[config.mk]
export PLATFORM = sky130hd
export DESIGN_NAME = cfg_spi_responder
export DESIGN_NICKNAME = d
export VERILOG_FILES = /design/src/rtl/cfg_spi_pkg.sv /design/src/rtl/cfg_spi_responder_sync.sv /design/src/rtl/cfg_spi_responder.sv
export SDC_FILE = /design/constraint.sdc
export NUM_CORES = 1
export LEC_CHECK = 0
export ABC_AREA = 1
export CORE_ASPECT_RATIO = 0.8
export CORE_UTILIZATION = 53
export CTS_CLUSTER_DIAMETER = 100
export DETAILED_ROUTE_END_ITERATION = 10
export HOLD_SLACK_MARGIN = 0.08
export PLACE_DENSITY = 0.82
export SKIP_CTS_REPAIR_TIMING = 1
export SLEW_MARGIN = 40
export SYNTH_ARGS = -nofsm -noshare
export SYNTH_HDL_FRONTEND = slang
export SYNTH_SLANG_ARGS = --single-unit
[constraint.sdc]
create_clock -name clk -period 2.08 [get_ports clk]
set_input_delay 0.416 -clock clk [delete_from_list [all_inputs] [get_ports clk]]
set_output_delay 0.416 -clock clk [all_outputs]
set_load 0.05 [all_outputs]
[src/rtl/cfg_spi_pkg.sv]
// Shared widths, FSM state type and address-window helper for the config SPI responder.
package cfg_spi_pkg;

  localparam int unsigned FRAME_W = 32;
  localparam int unsigned ADDR_W  = 15;
  localparam int unsigned DATA_W  = 16;
  localparam int unsigned CNT_W   = 6;

  typedef enum logic [1:0] {
    IDLE,
    HDR,
    DATA,
    WAIT_SS_HIGH
  } cfg_spi_state_t;

  // 16-bit window compare so BASE+SPAN never wraps back into low addresses
  function automatic logic addr_hit(input logic [ADDR_W-1:0] addr,
                                    input logic [ADDR_W-1:0] base,
                                    input logic [15:0]       span);
    logic [15:0] lo;
    logic [15:0] hi;
    lo = {1'b0, base};
    hi = lo + span;
    return ({1'b0, addr} >= lo) && ({1'b0, addr} < hi);
  endfunction

endpackage

[src/rtl/cfg_spi_responder_sync.sv]
// Oversampling front end: synchronizes sclk/ss_n/mosi and detects sclk edges and ss_n fall.
module spi_sync_edge #(
  parameter int unsigned SYNC_STAGES = 2
) (
  input  logic clk,
  input  logic i_reset,
  input  logic i_sclk,
  input  logic i_ss_n,
  input  logic i_mosi,
  output logic o_sclk_rise_c,
  output logic o_sclk_fall_c,
  output logic o_ss_fall_c,
  output logic o_ss_n,
  output logic o_mosi
);

  logic [SYNC_STAGES-1:0] r_sclk_sync;
  logic [SYNC_STAGES-1:0] r_ss_sync;
  logic [SYNC_STAGES-1:0] r_mosi_sync;
  logic                   r_sclk_prev;
  logic                   r_ss_prev;

  // ss_n resets to 0 so a select held low across reset is never seen as a fresh fall
  always_ff @(posedge clk) begin
    if (i_reset) begin
      r_sclk_sync <= '0;
      r_ss_sync   <= '0;
      r_mosi_sync <= '0;
      r_sclk_prev <= 1'b0;
      r_ss_prev   <= 1'b0;
    end else begin
      r_sclk_sync <= {r_sclk_sync[SYNC_STAGES-2:0], i_sclk};
      r_ss_sync   <= {r_ss_sync[SYNC_STAGES-2:0], i_ss_n};
      r_mosi_sync <= {r_mosi_sync[SYNC_STAGES-2:0], i_mosi};
      r_sclk_prev <= r_sclk_sync[SYNC_STAGES-1];
      r_ss_prev   <= r_ss_sync[SYNC_STAGES-1];
    end
  end

  assign o_sclk_rise_c = r_sclk_sync[SYNC_STAGES-1] & ~r_sclk_prev;
  assign o_sclk_fall_c = ~r_sclk_sync[SYNC_STAGES-1] & r_sclk_prev;
  assign o_ss_fall_c   = ~r_ss_sync[SYNC_STAGES-1] & r_ss_prev;
  assign o_ss_n        = r_ss_sync[SYNC_STAGES-1];
  assign o_mosi        = r_mosi_sync[SYNC_STAGES-1];

endmodule

[src/rtl/cfg_spi_responder.sv]
// SPI mode-0 slave turning 32-bit frames into register-bus read/write strobes.
module cfg_spi_responder
  import cfg_spi_pkg::*;
#(
  parameter logic [14:0] BASE_ADDR   = 15'h0000,
  parameter int unsigned ADDR_SPAN   = 32,
  parameter int unsigned SYNC_STAGES = 2
) (
  input  logic              clk,
  input  logic              reset,
  input  logic              spi_sclk,
  input  logic              spi_ss_n,
  input  logic              spi_mosi,
  output logic              spi_miso,
  output logic              spi_miso_oe,
  output logic [ADDR_W-1:0] reg_addr,
  output logic [DATA_W-1:0] reg_wdata,
  output logic              reg_wr,
  output logic              reg_rd,
  input  logic [DATA_W-1:0] reg_rdata,
  output logic              frame_err
);

  localparam logic [15:0] SPAN16 = 16'(ADDR_SPAN);

  logic w_rise;
  logic w_fall;
  logic w_ss_fall;
  logic w_ss_n;
  logic w_mosi;

  spi_sync_edge #(.SYNC_STAGES(SYNC_STAGES)) u_sync (
    .clk           (clk),
    .i_reset       (reset),
    .i_sclk        (spi_sclk),
    .i_ss_n        (spi_ss_n),
    .i_mosi        (spi_mosi),
    .o_sclk_rise_c (w_rise),
    .o_sclk_fall_c (w_fall),
    .o_ss_fall_c   (w_ss_fall),
    .o_ss_n        (w_ss_n),
    .o_mosi        (w_mosi)
  );

  cfg_spi_state_t    r_state;
  logic [CNT_W-1:0]  r_bit_cnt;
  logic [14:0]       r_rx;
  logic [DATA_W-1:0] r_tx;
  logic              r_rw;
  logic              r_hit;
  logic              r_miso;
  logic              r_oe;
  logic [ADDR_W-1:0] r_reg_addr;
  logic [DATA_W-1:0] r_reg_wdata;
  logic              r_reg_wr;
  logic              r_reg_rd;
  logic              r_frame_err;

  // Last 16 received bits including the one arriving on this rise
  logic [15:0] w_word;
  logic        w_hit;
  assign w_word = {r_rx, w_mosi};
  assign w_hit  = addr_hit(w_word[14:0], BASE_ADDR, SPAN16);

  // Frame FSM with bit counting, shift registers and registered bus strobes
  always_ff @(posedge clk) begin
    if (reset) begin
      r_state     <= IDLE;
      r_bit_cnt   <= '0;
      r_rx        <= '0;
      r_tx        <= '0;
      r_rw        <= 1'b0;
      r_hit       <= 1'b0;
      r_miso      <= 1'b0;
      r_oe        <= 1'b0;
      r_reg_addr  <= '0;
      r_reg_wdata <= '0;
      r_reg_wr    <= 1'b0;
      r_reg_rd    <= 1'b0;
      r_frame_err <= 1'b0;
    end else begin
      r_reg_wr    <= 1'b0;
      r_reg_rd    <= 1'b0;
      r_frame_err <= 1'b0;
      if (r_reg_rd) begin
        r_tx <= reg_rdata;
      end
      case (r_state)
        IDLE: begin
          r_oe   <= 1'b0;
          r_miso <= 1'b0;
          if (w_ss_fall) begin
            r_state   <= HDR;
            r_bit_cnt <= '0;
            r_rx      <= '0;
          end else if (!w_ss_n) begin
            // select already low without a visible fall: sit out this frame
            r_state <= WAIT_SS_HIGH;
          end
        end
        HDR, DATA: begin
          if (w_ss_n) begin
            r_state     <= IDLE;
            r_frame_err <= 1'b1;
            r_oe        <= 1'b0;
            r_miso      <= 1'b0;
          end else if (w_rise) begin
            r_rx      <= w_word[14:0];
            r_bit_cnt <= r_bit_cnt + CNT_W'(1);
            if (r_state == HDR && r_bit_cnt == CNT_W'(15)) begin
              r_state    <= DATA;
              r_rw       <= w_word[15];
              r_hit      <= w_hit;
              r_reg_addr <= w_word[14:0];
              if (!w_word[15] && w_hit) begin
                r_reg_rd <= 1'b1;
                r_oe     <= 1'b1;
              end
            end else if (r_state == DATA && r_bit_cnt == CNT_W'(31)) begin
              r_state <= WAIT_SS_HIGH;
              r_oe    <= 1'b0;
              r_miso  <= 1'b0;
              if (r_rw && r_hit) begin
                r_reg_wdata <= w_word;
                r_reg_wr    <= 1'b1;
              end
            end
          end else if (w_fall && r_state == DATA && r_oe) begin
            r_miso <= r_tx[DATA_W-1];
            r_tx   <= {r_tx[DATA_W-2:0], 1'b0};
          end
        end
        WAIT_SS_HIGH: begin
          r_oe   <= 1'b0;
          r_miso <= 1'b0;
          if (w_ss_n) begin
            r_state <= IDLE;
          end
        end
        default: r_state <= IDLE;
      endcase
    end
  end

  assign spi_miso    = r_miso;
  assign spi_miso_oe = r_oe;
  assign reg_addr    = r_reg_addr;
  assign reg_wdata   = r_reg_wdata;
  assign reg_wr      = r_reg_wr;
  assign reg_rd      = r_reg_rd;
  assign frame_err   = r_frame_err;

endmodule

Yosys cells after proc, flatten, opt, wreduce, memory -nomap -nowiden. Index checks and enable logic that the tools add are counted.

Register bits after elaboration: 85. Bits in latches: 0. RAM bits: 0. Bits in read-only memories: 0. Input bits: 21. Output and inout bits: 36. Logic and storage cells: 101. Memories kept: 0.

Add/subtract/negate cells: 1. Multiply operators: 0. Div/mod/pow operators: 0. Magnitude comparators: 1. Equality and inequality tests: 16. Shifts and indexed selects: 0. Multiplexer cells: 35. Bitwise gates (word level): 10. Reduce and logical (&&, ||, !) cells: 20.

Operator list (count): 16-bit two-way mux (5); 15-bit two-way mux (3); 15-bit one-hot mux with 2 select lines (1); 6-bit two-way mux (3); 15-bit by 6-bit < comparator with 1-bit output (second input constant) (1); 2-bit two-way mux (7); 1-bit two-way mux (12); 6-bit one-hot mux with 2 select lines (1); 4-bit AND reduction (3); 4-bit by 3-bit != test with 1-bit output (second input constant) (2); 4-bit != test (second input constant) (2); 1-bit NOT (7); 6-bit by 1-bit adder with 6-bit output (second input constant) (1); 6-bit by 4-bit equality test with 1-bit output (second input constant) (1); 6-bit by 5-bit equality test with 1-bit output (second input constant) (1); 1-bit logical AND (6); 2-bit by 1-bit != test with 1-bit output (second input constant) (3); 2-bit one-hot mux with 3 select lines (1); 3-bit AND reduction (2); 6-bit AND reduction (1); 2-bit OR reduction (3); 6-bit OR reduction (1); 5-bit OR reduction (1); 2-bit equality test (second input constant) (2); other kinds (10) (13).

Logic depth before layout (Yosys ltp). Gate-level depths: netlist of the first run.

Word-level depth: 8. Mapped depth: 11. Depth with buffers taken out: 10.

Cells and area by module. Synthesis of the first run repeated with hierarchy kept, for this count alone.

Cells, all modules: 466. Area, all modules: 3483.3 um2.

By module, submodules not included: cfg_spi_responder (instances 1, cells an instance 436, area an instance 3233.1 um2, sequential area each 1541.5 um2); spi_sync_edge (instances 1, cells an instance 30, area an instance 250.2 um2, sequential area each 160.2 um2).

Worst setup path before layout of the first run. Ideal clock, no wire load.

Path kind: register -> register. Start: reg r_state[0]. End: reg r_reg_addr[10], in the netlist reg_addr[10]. Setup time: 0.071 ns. Data arrival time: 1.547 ns. Data required time: 2.009 ns. Path slack: 0.463 ns. Stages on the path, launching flop included: 9. Buffers on the path: 1. Clock period less this slack: 1.617 ns. Cells stage by stage: dfxtp_1 -> inv_1 -> ha_1 -> inv_2 -> nor2_8 -> nand3_4 -> clkbuf_1 -> nand2_1 -> a21oi_2.

Longest elaborated chain between the ends: 3. Elaborated cells between the ends (all ways): 5. Those cells by class: 2 x eq/ne; 3 x reduce/logical.

Ends and longest elaborated chain: start: declaration (line cfg_spi_responder.sv:45) `cfg_spi_state_t r_state;`; start signal: assignment (line cfg_spi_responder.sv:68) `r_state <= IDLE;`; start signal: assignment (line cfg_spi_responder.sv:93) `r_state <= HDR;`; start signal: assignment (line cfg_spi_responder.sv:98) `r_state <= WAIT_SS_HIGH;`; 2-bit by 1-bit equality test with 1-bit output / 2-bit equality test (equally long branches) (line cfg_spi_responder.sv:88, cfg_spi_responder.sv:110); 2-bit OR reduction / 1-bit logical AND (equally long branches) (line cfg_spi_responder.sv:88, cfg_spi_responder.sv:110); 4-bit AND reduction (no source line) (*); end signal: assignment (line cfg_spi_responder.sv:114) `r_reg_addr <= w_word[14:0];`; end: declaration (line cfg_spi_responder.sv:53) `logic [ADDR_W-1:0] r_reg_addr;`.

Mark *: on every way between the ends. The rest lies on a longest branch, timed or not. A chain may end at the register's enable or synchronous reset.

Worst setup path after layout of the first run.
Start: reg r_oe, in the netlist spi_miso_oe. End: out spi_miso_oe.

RTL lines: start: declaration (line cfg_spi_responder.sv:52) `logic r_oe;`; start signal: assignment (line cfg_spi_responder.sv:75) `r_oe <= 1'b0;`; start signal: assignment (line cfg_spi_responder.sv:90) `r_oe <= 1'b0;`; start signal: assignment (line cfg_spi_responder.sv:105) `r_oe <= 1'b0;`; end: declaration (line cfg_spi_responder.sv:15) `output logic spi_miso_oe,`.

No word-level cell between the ends.

==> flow_metrics.py, run 1 <==
metrics = {
    "clocking": {
        "clock_insertion_delay_at_the_later_pin_of_the_skew_report_ns": 0.36,
        "clock_tree.buffer_depth": 2,
        "h_tree_depth": 3,
        "tritoncts_num_sinks": 85,
        "cts_root_buf": "sky130_fd_sc_hd__clkbuf_8",
        "cts_tree": "built",
        "cts_buffer_count": 9,
        "clkSlewWorstSetupHoldPaths_ns": 0.08,
    },
    "setup_path": {
        "crit_fanout": 3,
        "crit_required_ns": 1.66,
        "timing.critical_path.to_type": "output port",
        "cp_data_arrival_time_ns": 1.55,
        "cpLargestDelayFamily": "buffers and inverters",
        "cp_slowest_stage_delay_ns": 0.82,
        "critical_path.startpoint_type": "flop",
        "critical_path_class": "reg -> out",
        "timing.critical_path.buf_inv": 1,
        "worstPathCellList": "clkdlybuf4s50_1",
        "worst_path_max_delay_cell": "sky130_fd_sc_hd__clkdlybuf4s50_1",
    },
    "logic_synthesis": {
        "leading_cell_types_by_total_area_after_synthesis": "sky130_fd_sc_hd__dfxtp_1, sky130_fd_sc_hd__nand2_1, sky130_fd_sc_hd__nor2_1, sky130_fd_sc_hd__a21oi_1, sky130_fd_sc_hd__inv_1",
        "syn-mean-instance-area_sq_um": 7.26,
        "postSynth.topFlopCell": "sky130_fd_sc_hd__dfxtp_1",
        "synthXorXnorAreaFrac_pct": 0.483,
        "synth_top_family_by_area": "simple AND/OR/NAND/NOR gates",
        "yosys.area.top_type": "sky130_fd_sc_hd__dfxtp_1",
        "yosys_cell_types": 29,
        "synth_sequential_area_ratio_pct": 47.0,
        "synthMuxAreaShare_pct": 0.276,
        "syn_inst_count": 499,
        "ys_ff_latch": 85,
        "synth_simple_gate_area_share_pct": 27.6,
        "synth_compound_gate_area_share_pct": 13.5,
        "postSynthNetCount": 526,
        "synth.cells.most_frequent": "sky130_fd_sc_hd__nand2_1, sky130_fd_sc_hd__dfxtp_1, sky130_fd_sc_hd__nor2_1",
        "post_synth_fa_ha_maj_area_fraction_pct": 2.07,
        "synthMostInstantiatedCell": "sky130_fd_sc_hd__nand2_1",
        "synth.top_cell.area_share_pct": 47.0,
        "async_flop_share_pct": 0,
        "synth.yosys.warnings": 0,
        "netlist_area_sq_um": 3620,
        "synth_enable_flop_cells": 0,
    },
    "cells_and_area": {
        "nFillCells": 510,
        "flip_flop_and_latch_area_sq_um": 1700,
        "layout_cells_sized_above_1_pct": 10.9,
        "n_antenna_cell": 0,
        "multi_input_area_sq_um": 1600,
        "post-route-util_pct": 69.4,
        "syn_to_final_growth_pct": 24.6,
        "final_nets": 581,
        "post-route-cell-area_sq_um": 4520,
    },
    "detailed_routing": {
        "dr.pass1.iters": 4,
        "postRouteAntennaNets": 0,
        "iteration_0_drc_count_of_the_detailed_router": 207,
        "detail_route.wl_per_cell_um": 13.0,
        "detail_route.vias_per_cell": 5.10,
        "drt-total-wl_um": 8360,
        "detail_route.drc_violations": 0,
        "route.vias.total": 3282,
    },
    "timing": {
        "final.setup_skew_ns": 0.0109,
        "rsz0062_at_grt": "false",
        "final.period_utilization_pct": 94.3,
        "slew-limit-headroom_pct": 64.3,
        "least_margin_pin_slew_ns": 0.534,
        "setup_tns_ns": 0,
        "max_slew_violation_count": 0,
        "achievable-frequency_ghz": 0.510,
        "finalCriticalPeriod_ns": 1.96,
        "setup-violations-final": 0,
        "final.hold.worst_slack_ns": 0.405,
        "hold_viol": 0,
    },
    "floorplan": {
        "row_count": 26,
        "ios": 57,
        "starting_density_of_the_core_pct": 55.7,
        "floorplan.die_area_sq_um": 7170,
        "floorplan.die.width_um": 94.4,
        "die_h_um": 76.0,
        "placeableCoreArea_sq_um": 6510,
    },
    "placed_design": {
        "routabilityCongestion": 0.811,
        "hpwl_um": 5650,
        "io_buffers": 56,
        "postPlaceCellArea_sq_um": 4280,
    },
    "grt": {
        "grt_use_total_pct": 24.4,
        "grt_pass1_wl_um": 13800,
        "globalRoute.totalOverflow": 0,
        "initial_antenna_violation_count": 0,
        "largest_net_degree_at_the_start_of_global_routing": 34,
        "first_global_vias": 3011,
    },
    "pwr": {
        "powerDensity_nw_per_um2": 882,
        "total_switching_power_uw": 1300,
        "pwr-share-clk_pct": 31.9,
        "comb_power_share_pct": 24.2,
        "power_frac_seq_pct": 43.9,
        "switching_share_pct": 32.7,
        "vdd_ir_drop_max_uv": 604,
        "static-leakage-power_uw": 0.00182,
        "totalPowerFinal_uw": 3980,
        "intPower_uw": 2680,
    },
    "job": {
        "maxCapViolCount": 0,
    },
    "min_path": {
        "min-delay-path-class": "reg -> reg",
    },
    "status": {
        "outcome": "completed",
    },
}
kinds of logic (layout without fill, tap and decap cells):
kind of cell / count (synthesis) / in the layout
xor gates and xnor gates: 2 / 2
muxes: 1 / 1
DFF: 85 / 85
buffers and inverters: 82 / 142
and+or+nand+nor: 234 / 234
AOI/OAI and AO/OA: 89 / 89
adders and majority gates: 6 / 6
flip-flops by register name (all words and copies together), names as in the netlist, 6 cells and up:
register / flops
r_bit_cnt: 6
r_rx: 15
r_tx: 16
reg_addr: 15
reg_wdata: 16
worst paths after layout:
kind                                          to                      startpoint  slack [ns]  depth (start not counted)
setup / recovery                     spi_miso_oe        spi_miso_oe$_SDFFE_PP0P_        0.12                          1
hold reg to reg   u_sync.r_ss_sync[1]$_SDFF_PP0_  u_sync.r_ss_sync[0]$_SDFF_PP0_        0.40                          2
setup reg to reg       reg_wdata[2]$_SDFFE_PP0P_         r_state[0]$_SDFFE_PP0P_        0.21                         10
hold / removal    u_sync.r_ss_sync[1]$_SDFF_PP0_  u_sync.r_ss_sync[0]$_SDFF_PP0_        0.40                          2
layout by cell type (no fill, tap or decap), types with 2 or more instances in the layout:
master	Yosys	final
sky130_fd_sc_hd__a21oi_1	42	42
sky130_fd_sc_hd__a21oi_2	10	10
sky130_fd_sc_hd__buf_12	0	2
sky130_fd_sc_hd__buf_4	0	10
sky130_fd_sc_hd__bufinv_16	0	2
sky130_fd_sc_hd__clkbuf_1	8	2
sky130_fd_sc_hd__clkbuf_8	0	9
sky130_fd_sc_hd__clkdlybuf4s50_1	0	54
sky130_fd_sc_hd__clkinv_2	1	2
sky130_fd_sc_hd__clkinvlp_4	0	2
sky130_fd_sc_hd__dfxtp_1	85	85
sky130_fd_sc_hd__ha_1	6	5
sky130_fd_sc_hd__inv_1	51	51
sky130_fd_sc_hd__inv_2	4	3
sky130_fd_sc_hd__nand2_1	117	117
sky130_fd_sc_hd__nand2_2	11	11
sky130_fd_sc_hd__nand3_1	27	26
sky130_fd_sc_hd__nand3_2	1	2
sky130_fd_sc_hd__nand4_1	3	3
sky130_fd_sc_hd__nor2_1	66	66
sky130_fd_sc_hd__nor3_1	6	6
sky130_fd_sc_hd__o21ai_0	33	32
sky130_fd_sc_hd__o21ai_1	1	2
sky130_fd_sc_hd__xor2_1	2	2
worst min-delay path, delay by kind of cell (launching register included):
family / cells / cell delay [ns]
flip-flops: 1 / 0.31
AND/OR/NAND/NOR: 1 / 0.03
buffers and inverters: 1 / 0.04
through the flow:
step / setup slack, ns / std cells
floorplan: 0.463 / 499
global placement: 0.273 / 626
detailed placement: 0.110 / 626
CTS: 0.0773 / 642
global route: 0.0340 / 643
finish: 0.119 / 643
power groups by stage:
stage	clock [uW]	sequential, uW	combinational [uW]
after floorplan	0	1830	616
after global placement	0	1780	879
after detailed placement	0	1780	908
after CTS	1290	1750	916
after global routing	1360	1750	1060
final	1270	1750	963
per-layer routing:
layer / vias up / global-route usage, % / share of wire (%)
li1: 1675 / - / -
met1: 1481 / 30.7 / 44
met2: 113 / 38.7 / 47
met3: 13 / 7.43 / 7.3
met4: 0 / 9.69 / 1.5
met5: - / 0 / 0
cell type report:
class                           instances  area share [%]
Sequential cell                        85            37.7
Multi-Input combinational cell        332            35.4
Timing Repair Buffer                   68            14.9
Inverter                               57            4.88
Clock buffer                           11            2.91
Tap cell                               84            2.33
Clock inverter                          5            1.86
Timing Repair inverter                  1           0.111
(Power assumes the default switching activity.)
==> run 2: changes to the inputs <==
Settings changed: ABC_CLOCK_PERIOD_IN_PS set to 2080, CELL_PAD_IN_SITES_DETAIL_PLACEMENT set to 1, CELL_PAD_IN_SITES_GLOBAL_PLACEMENT set to 1, CORE_UTILIZATION 53 to 38, PLACE_DENSITY 0.82 to 0.81.
==> run 2 against run 1 <==
The flow now finishes with violations (DRC); largest cell class unchanged; count of clock-buffer cells in the layout unchanged; critical endpoint is now reg_wdata[15]; routed wire length up 18%; power up 14%; first-iteration DRC count down 39%.
==> flow_metrics.py, run 2 (synthesis results as in run 1) <==
metrics = {
    "status": {
        "outcome": "finished with violations",
        "violations": "DRC",
    },
    "cells_and_area": {
        "syn_to_final_growth_pct": 28.5,
        "layoutNonFillerInstCount": 673,
        "layout_common_cells": "sky130_fd_sc_hd__nand2_1, sky130_fd_sc_hd__dfxtp_1, sky130_fd_sc_hd__nor2_1",
        "n_antenna_cell": 0,
        "post-route-util_pct": 50.9,
        "layout_cells_sized_above_1_pct": 10.8,
        "final_nets": 580,
        "mostFrequentLayoutCell": "sky130_fd_sc_hd__nand2_1",
    },
    "placed_design": {
        "routabilityCongestion": 0.859,
        "hpwl_um": 6610,
        "placed_cells": 657,
        "io_buffers": 56,
    },
    "detailed_routing": {
        "drt-total-wl_um": 9900,
        "postRouteAntennaNets": 0,
        "iteration_0_drc_count_of_the_detailed_router": 126,
        "dr.pass1.iters": 8,
        "detail_route.wl_per_cell_um": 14.7,
        "detail_route.vias_per_cell": 4.95,
        "detail_route.drc_violations": 11,
        "route.vias.total": 3330,
    },
    "timing": {
        "rsz0062_at_grt": "false",
        "setup-violations-final": 0,
        "setup_tns_ns": 0,
        "slew-limit-headroom_pct": 62.6,
        "final.setup_skew_ns": 0.00853,
        "least_margin_pin_slew_ns": 0.562,
        "finalCriticalPeriod_ns": 1.96,
        "achievable-frequency_ghz": 0.510,
        "max_slew_violation_count": 0,
        "hold_viol": 0,
        "final.period_utilization_pct": 94.3,
    },
    "setup_path": {
        "cp_slowest_stage_delay_ns": 0.82,
        "critical_path.startpoint_type": "flop",
        "timing.critical_path.buf_inv": 1,
        "critical_path_class": "reg -> out",
        "cp_data_arrival_time_ns": 1.55,
        "worstPathCellList": "clkdlybuf4s50_1",
        "crit_required_ns": 1.66,
        "worst_path_max_delay_cell": "sky130_fd_sc_hd__clkdlybuf4s50_1",
        "cpLargestDelayFamily": "buffers and inverters",
        "crit_fanout": 2,
        "timing.critical_path.to_type": "output port",
    },
    "job": {
        "maxCapViolCount": 0,
    },
    "clocking": {
        "cts_root_buf": "sky130_fd_sc_hd__clkbuf_16",
        "h_tree_depth": 3,
        "cts_buffer_count": 9,
        "clock_tree.buffer_depth": 2,
        "cts_tree": "built",
        "tritoncts_num_sinks": 85,
        "clock_insertion_delay_at_the_later_pin_of_the_skew_report_ns": 0.34,
        "clkSlewWorstSetupHoldPaths_ns": 0.07,
    },
    "pwr": {
        "vdd_ir_drop_max_uv": 471,
        "powerDensity_nw_per_um2": 972,
        "static-leakage-power_uw": 0.00186,
    },
    "floorplan": {
        "placeableCoreArea_sq_um": 9150,
        "floorplan.die.width_um": 111,
        "row_count": 31,
        "ios": 57,
        "starting_density_of_the_core_pct": 39.6,
        "floorplan.die_area_sq_um": 9930,
        "die_h_um": 89.3,
    },
    "grt": {
        "grt_use_total_pct": 21.3,
        "grt_pass1_wl_um": 16400,
        "largest_net_degree_at_the_start_of_global_routing": 47,
        "initial_antenna_violation_count": 0,
        "first_global_vias": 3389,
        "globalRoute.totalOverflow": 0,
    },
    "min_path": {
        "min-delay-path-class": "reg -> reg",
    },
}
## run 2: cell types whose count changed in the layout (fill, tap and decap cells not counted), sizes merged
cell	before	now
clkinvlp	2	3
clkinv	4	2
## run 2: path summary, 6_finish.rpt
kind,from,slack (ns),cells past startpoint,to
max reg2reg,r_state[0]$_SDFFE_PP0P_,0.17,9,r_bit_cnt[5]$_SDFFE_PP0P_
min,u_sync.r_ss_sync[0]$_SDFF_PP0_,0.40,2,u_sync.r_ss_sync[1]$_SDFF_PP0_
min reg2reg,u_sync.r_ss_sync[0]$_SDFF_PP0_,0.40,2,u_sync.r_ss_sync[1]$_SDFF_PP0_
max,reg_wdata[15]$_SDFFE_PP0P_,0.12,1,reg_wdata[15]
## run 2: stage by stage
| step | worst slack [ns] | cell area (sq um) | hold WS (ns) | total power [uW] |
|---|---|---|---|---|
| detailed placement | 0.168 | 4320 | 0.399 | 2770 |
| floorplan | 0.463 | 3620 | 0.388 | 2450 |
| global placement | 0.329 | 4320 | 0.393 | 2720 |
| CTS | 0.0859 | 4650 | 0.406 | 4570 |
| global route | 0.00777 | 4660 | 0.414 | 4740 |
| finish | 0.118 | 4660 | 0.400 | 4530 |
## run 2: worst register-to-register path, stage by stage (launching register included)
cell and delay, ns:
sky130_fd_sc_hd__dfxtp_1 0.37, sky130_fd_sc_hd__inv_1 0.10, sky130_fd_sc_hd__ha_1 0.37, sky130_fd_sc_hd__inv_2 0.10
sky130_fd_sc_hd__o21ai_1 0.14, sky130_fd_sc_hd__nand3_1 0.19, sky130_fd_sc_hd__inv_2 0.11, sky130_fd_sc_hd__buf_4 0.18
sky130_fd_sc_hd__nand4_1 0.12, sky130_fd_sc_hd__a21oi_1 0.16
## run 2: area by class of cell
| type | instances | area (sq um) |
|---|---|---|
| fill | 1183 | 4500 |
| sequential | 85 | 1700 |
| multi-input combinational | 332 | 1590 |
| timing repair buffer | 68 | 672 |
| clock buffer | 11 | 253 |
| inverter | 57 | 215 |
| tap | 115 | 144 |
| clock inverter | 5 | 82.6 |
## run 2: where the power goes
group	total [uW]	switching, uW	leakage [uW]	internal (uW)
sequential	1750	58.4	0.000687	1690
combinational	998	679	0.00102	319
clock	1780	663	0.000154	1120
total	4530	1400	0.00186	3120
## run 2: layer usage
layer	part of all wire (%)	global-route usage (%)	wire (um)	up-vias
li1	-	-	-	1675
met2	48	38.0	4770	79
met4	1.3	7.37	127	0
met1	45	25.6	4420	1566
met5	0	0	0	-
met3	5.9	5.02	583	10
